**src/rtl/cdb_pkg.sv**
```systemverilog
// Shared types for the common data bus arbiter.
// Entry layout is reused by the hold registers and the output stage.
`ifndef ROB_SIZE_WIDTH
`define ROB_SIZE_WIDTH 7
`endif
`ifndef PHYSICAL_REG_NUM_WIDTH
`define PHYSICAL_REG_NUM_WIDTH 6
`endif
`ifndef REG_VAL_WIDTH
`define REG_VAL_WIDTH 32
`endif
`ifndef NUM_OF_ALUS
`define NUM_OF_ALUS 2
`endif
`ifndef NUM_OF_MEM
`define NUM_OF_MEM 1
`endif

package cdb_pkg;

    localparam int TAG_W = `ROB_SIZE_WIDTH;
    localparam int DST_W = `PHYSICAL_REG_NUM_WIDTH;
    localparam int VAL_W = `REG_VAL_WIDTH;

    typedef struct packed {
        logic [TAG_W-1:0] tag;
        logic [DST_W-1:0] dst;
        logic [VAL_W-1:0] val;
    } cdb_entry_t;

endpackage

```
**src/rtl/rr_arbiter.sv**
```systemverilog
// Combinational round-robin picker: first set req bit at or above ptr,
// wrapping at N-1. Also usable for reservation-station issue selection.
module rr_arbiter #(
    parameter int N  = 4,
    parameter int IW = (N > 1) ? $clog2(N) : 1
) (
    input  logic [N-1:0]  req,
    input  logic [IW-1:0] ptr,
    output logic [N-1:0]  grant,
    output logic [IW-1:0] idx
);

    logic found;

    // scan N positions starting at ptr, take the first requester seen
    always_comb begin
        grant = '0;
        idx   = '0;
        found = 1'b0;
        for (int k = 0; k < N; k++) begin
            int j;
            j = int'(ptr) + k;
            if (j >= N) j = j - N;
            if (!found && req[j]) begin
                found    = 1'b1;
                grant[j] = 1'b1;
                idx      = IW'(j);
            end
        end
    end

endmodule

```
**src/rtl/cdb_arbiter.sv**
```systemverilog
// Common data bus arbiter: per-FU one-entry hold registers feeding a
// round-robin selected, registered CDB broadcast with back-pressure.
module cdb_arbiter
    import cdb_pkg::*;
#(
    parameter int NUM_REQ = `NUM_OF_ALUS + `NUM_OF_MEM,
    parameter int IW      = (NUM_REQ > 1) ? $clog2(NUM_REQ) : 1,
    parameter int CW      = $clog2(NUM_REQ + 1)
) (
    input  logic                    clk,
    input  logic                    reset,
    input  logic                    flush,
    input  logic [NUM_REQ-1:0]      fu_valid,
    output logic [NUM_REQ-1:0]      fu_ready,
    input  logic [NUM_REQ-1:0][TAG_W-1:0] fu_tag,
    input  logic [NUM_REQ-1:0][DST_W-1:0] fu_dst,
    input  logic [NUM_REQ-1:0][VAL_W-1:0] fu_val,
    input  logic                    cdb_ready,
    output logic                    cdb_valid,
    output logic [TAG_W-1:0]        cdb_tag,
    output logic [DST_W-1:0]        cdb_dst,
    output logic [VAL_W-1:0]        cdb_val,
    output logic [IW-1:0]           cdb_grant_id,
    output logic [CW-1:0]           pending_cnt
);

    cdb_entry_t         hold [NUM_REQ];
    cdb_entry_t         cdb_q;
    logic [NUM_REQ-1:0] hold_valid;
    logic [NUM_REQ-1:0] hold_next;
    logic [NUM_REQ-1:0] req;
    logic [NUM_REQ-1:0] grant;
    logic [NUM_REQ-1:0] take;
    logic [IW-1:0]      rr_ptr;
    logic [IW-1:0]      gidx;
    logic [IW-1:0]      ptr_next;
    logic [CW-1:0]      cnt_next;
    logic               live;
    logic               adv;

    // flush and reset both block capture and grant in the same cycle
    assign live = reset & ~flush;
    assign adv  = ~cdb_valid | cdb_ready;
    assign req  = (live & adv) ? hold_valid : '0;

    rr_arbiter #(.N(NUM_REQ), .IW(IW)) u_rr (
        .req   (req),
        .ptr   (rr_ptr),
        .grant (grant),
        .idx   (gidx)
    );

    // a granted hold can accept a new result while it drains
    assign fu_ready = live ? (~hold_valid | grant) : '0;
    assign take     = fu_valid & fu_ready;

    assign cdb_tag = cdb_q.tag;
    assign cdb_dst = cdb_q.dst;
    assign cdb_val = cdb_q.val;

    assign ptr_next = (gidx == IW'(NUM_REQ - 1)) ? '0 : gidx + IW'(1);

    // next hold occupancy and its popcount for the status counter
    always_comb begin
        hold_next = (hold_valid & ~grant) | take;
        cnt_next  = '0;
        for (int i = 0; i < NUM_REQ; i++) begin
            cnt_next = cnt_next + CW'(hold_next[i]);
        end
    end

    // hold payload capture; occupancy bit qualifies the contents
    always_ff @(posedge clk) begin
        for (int i = 0; i < NUM_REQ; i++) begin
            if (take[i]) begin
                hold[i] <= '{tag: fu_tag[i], dst: fu_dst[i], val: fu_val[i]};
            end
        end
    end

    // control state and registered CDB output stage
    always_ff @(posedge clk) begin
        if (!live) begin
            hold_valid   <= '0;
            cdb_valid    <= 1'b0;
            cdb_q        <= '0;
            cdb_grant_id <= '0;
            rr_ptr       <= '0;
            pending_cnt  <= '0;
        end else begin
            hold_valid  <= hold_next;
            pending_cnt <= cnt_next;
            if (adv) begin
                cdb_valid <= |grant;
            end
            if (|grant) begin
                cdb_q        <= hold[gidx];
                cdb_grant_id <= gidx;
                rr_ptr       <= ptr_next;
            end
        end
    end

endmodule

```
**config.mk**
```make
export PLATFORM = sky130hd
export DESIGN_NAME = cdb_arbiter
export DESIGN_NICKNAME = d
export VERILOG_FILES = /design/src/rtl/cdb_pkg.sv /design/src/rtl/rr_arbiter.sv /design/src/rtl/cdb_arbiter.sv
export SDC_FILE = /design/constraint.sdc
export NUM_CORES = 1
export LEC_CHECK = 0
export ABC_CLOCK_PERIOD_IN_PS = 4900
export BUFFER_PORTS_ARGS = -buffer_cell sky130_fd_sc_hd__buf_2
export CELL_PAD_IN_SITES_DETAIL_PLACEMENT = 1
export CELL_PAD_IN_SITES_GLOBAL_PLACEMENT = 1
export CORE_ASPECT_RATIO = 2
export CORE_MARGIN = 5
export CORE_UTILIZATION = 35
export DETAILED_ROUTE_END_ITERATION = 7
export PLACE_DENSITY_LB_ADDON = 0.15
export SETUP_SLACK_MARGIN = 0.2
export SYNTH_ARGS = -nofsm -noshare
export SYNTH_HDL_FRONTEND = slang
export SYNTH_SLANG_ARGS = --single-unit
```
**constraint.sdc**
```tcl
create_clock -name clk -period 4.9 [get_ports clk]
set_input_delay 0.49 -clock clk [delete_from_list [all_inputs] [get_ports clk]]
set_output_delay 0.49 -clock clk [all_outputs]
set_load 0.05 [all_outputs]
```
==> results.md <==
- Reg2reg end: hold[2][42]
- Post-cts resize count: 0
- Sequential cell area: 5150 sq um
- Commonest cells after routing, fill and taps aside: 194 x buf_2, 135 x edfxtp_1, 55 x dfxtp_1, 54 x nand2_1
- CTS tree: yes
- Detailed Place HPWL: 15600 um
- Worst Hold Class: input port to flop
- Critical R2R Launch: rr_ptr[0]
- Cells after Synth: 510
- CP Launch Type: flop
- Synth Cell Area: 7350 sq um
- Post-synthesis sequential area ratio: 70.1%
- Pins over their slew limit: 0
- RSZ-0062 raised after global routing: false
- Hold-fix buffers, CTS: 0
- Vias in the first global route: 5888
- Critical path cell sequence: inv_1 > ha_1 > nor2b_1 > nand3_1 > and3_4 > o22a_2 > and2_1 > nor2_1 > buf_2
- Core area: 20800 sq um
- Kind of end point of the critical path: primary output
- Clk buf depth: 2
- Routed Antenna Nets: 0
- Grt total ovfl: 0
- Rel. slew slack: 47.2%
- Worst Skew: 0.00552 ns
- Synthesized area per cell: 14.4 sq um
- MaxCap Viol Count: 0
- Nets: 832
- DR pass1 iterations: 4
- Status: finished, final reports clean
- Die width: 112 um
- Antenna violations before repair: 4
- Hold Path Depth: 1
- Multi-input logic area: 1920 sq um
- # setup viols final: 0
- Period Utilization, post-route: 74.2%
- Root buffer selected by CTS: clkbuf_16
- Fill cells: 2238
- Die Height: 215 um
- DRC: 0
- Clock Sinks: 190
- Commonest non-fill, non-tap cell in the layout: buf_2
- Critical Path RT: 4.41 ns
- Worst vdd ir: 0.000322 V
- Skew-Pair Late Insertion Delay: 0.44 ns
- Hold Crit Start: fu_val[16]
- Fin crit period: 3.64 ns
- Share of layout cells above drive strength 1: 36.3%
- Htree depth: 4
- CTS Buf Count: 17
- Register bit total from synthesis: 190
- IO buf count: 194
- CP arrival: 3.15 ns
- Initial DRC Count: 231
- Hold_ws: 0.220 ns
- Fmax: 275 MHz
- Leakage power total: 3.44 nW
- Synth top area share: 55.1%
- CP Class: flop to primary output
- Reg2reg path depth: 9
- Count of final hold-check violations: 0
- Ranking of synthesized cells by area: edfxtp_1 55%, dfxtp_1 15%, a311oi_1 5.4%
- Setup bufs post-CTS: 0
- Number of I/O pins: 195
- R2r setup slk: 1.38 ns
- Area growth syn-to-layout: 24.0%
- Pin count of the biggest net entering global routing: 49
- Hold EP: hold[0][16]
- Netlist cell types: 51
- DR vias: 5143
- WL/cell: 23.3 um
- Clk slew on worst S/H paths: 0.07 ns
- Critical path peak fanout: 13
- CP peak stage delay: 0.49 ns
- Leading area contributor after synthesis: edfxtp_1
- Synthesized net count: 657
- Die area: 24200 sq um
- PD cells: 391 nW/um^2
- Ys Warns: 0
- Total wire length: 22600 um
- Actual slew at the worst max-slew pin: 0.793 ns
- First-pass GRT wire length: 34000 um
- Starting Density: 35.3%
- GP Congestion: 0.782
- GRT Util Overall: 18.9%
- Row cnt: 75
- CP max-delay cell: ha_1
- Drt via density: 5.31
- Setup tns final: 0 ns
## worst max-delay path: cells and delay by family (launching register included)
family	cells	cell delay [ns]
AND/OR/NAND/NOR	5	1.13
adder cells (fa/ha/maj)	1	0.49
buffers and inverters	2	0.41
flip-flops	1	0.38
AO/OA/AOI/OAI	1	0.30
## registers in the layout, indices dropped and copies added (netlist names)
register      flops
cdb_tag           7
cdb_grant_id      2
hold            135
cdb_dst           6
cdb_valid         1
rr_ptr            2
cdb_val          32
pending_cnt       2
hold_valid        3
## metrics by stage
step                total power, mW  util (%)  std cells  instance area, sq um  worst slack, ns
floorplan                      1.96         -        510                  7350            0.816
global placement               2.07      40.6        935                  8450             1.52
detailed placement             2.07      40.6        935                  8450             1.41
CTS                            3.60      43.7        966                  9110             1.25
global route                   3.68      43.8        969                  9110             1.19
finish                         3.56      43.8        969                  9110             1.26
## cell usage after synthesis, drive strengths merged
cell and count:
a31o 1, ha 4, and2 2, a21oi 11, nand4 5, inv 4, o22a 1, nor2 11
edfxtp 135, dfxtp 55, fa 1, a41oi 1, nand2 54, a21bo 1, nor2b 4, a211oi 1
o2111a 2, o21a 4, nor3 1, nand3 4, a21boi 1, a21o 1, o211ai 1, clkbuf 5
and3 1, o22ai 1, a32oi 1, o21ai 3, and4bb 2, nor4b 1, buf 41, a31oi 2
a22oi 45, nand2b 5, or2 1, a311oi 45, mux2i 1, maj3 1, nor4 45, and2b 2
o31ai 3
## metal layers
metal / vias up / track usage, % / routed length, um
met5: - / 0 / 0
met4: 0 / 8.22 / 743
met3: 38 / 4.14 / 860
met2: 140 / 36.6 / 13100
met1: 2571 / 18.9 / 7860
li1: 2394 / - / -
## how the worst max path moves through the flow
stage	startpoint	endpoint	slack, ns	depth (start not counted)
floorplan	rr_ptr[0]	hold[2][0]	0.82	9
global placement	flush	hold[2][18]	1.52	8
detailed placement	rr_ptr[0]	hold[2][41]	1.41	9
CTS	rr_ptr[0]	fu_ready[2]	1.25	9
global route	rr_ptr[0]	fu_ready[2]	1.19	9
finish	rr_ptr[0]	fu_ready[2]	1.26	9
## area by class of cell
type	count	share of cell area, %
Antenna cell	3	0.0824
Clock buffer	20	5.12
Clock inverter	11	2.05
Inverter	4	0.165
Multi-Input combinational cell	270	21.0
Sequential cell	190	56.6
Tap cell	269	3.69
Timing Repair Buffer	202	11.3
## where the power goes
group / switching, mW / internal [mW] / leakage [nW]
Combinational: 0.164 / 0.0846 / 1.44
Clock: 0.587 / 0.940 / 0.314
Sequential: 0.0174 / 1.77 / 1.68
## cells by family after synthesis
group           synth area share (%)
flops                           70.1
fa+ha+maj                       1.11
compound gates                  14.0
simple gates                    10.3
buf+inv                         4.25
mux                            0.136
No activity file was read; power rests on OpenSTA's default activity.
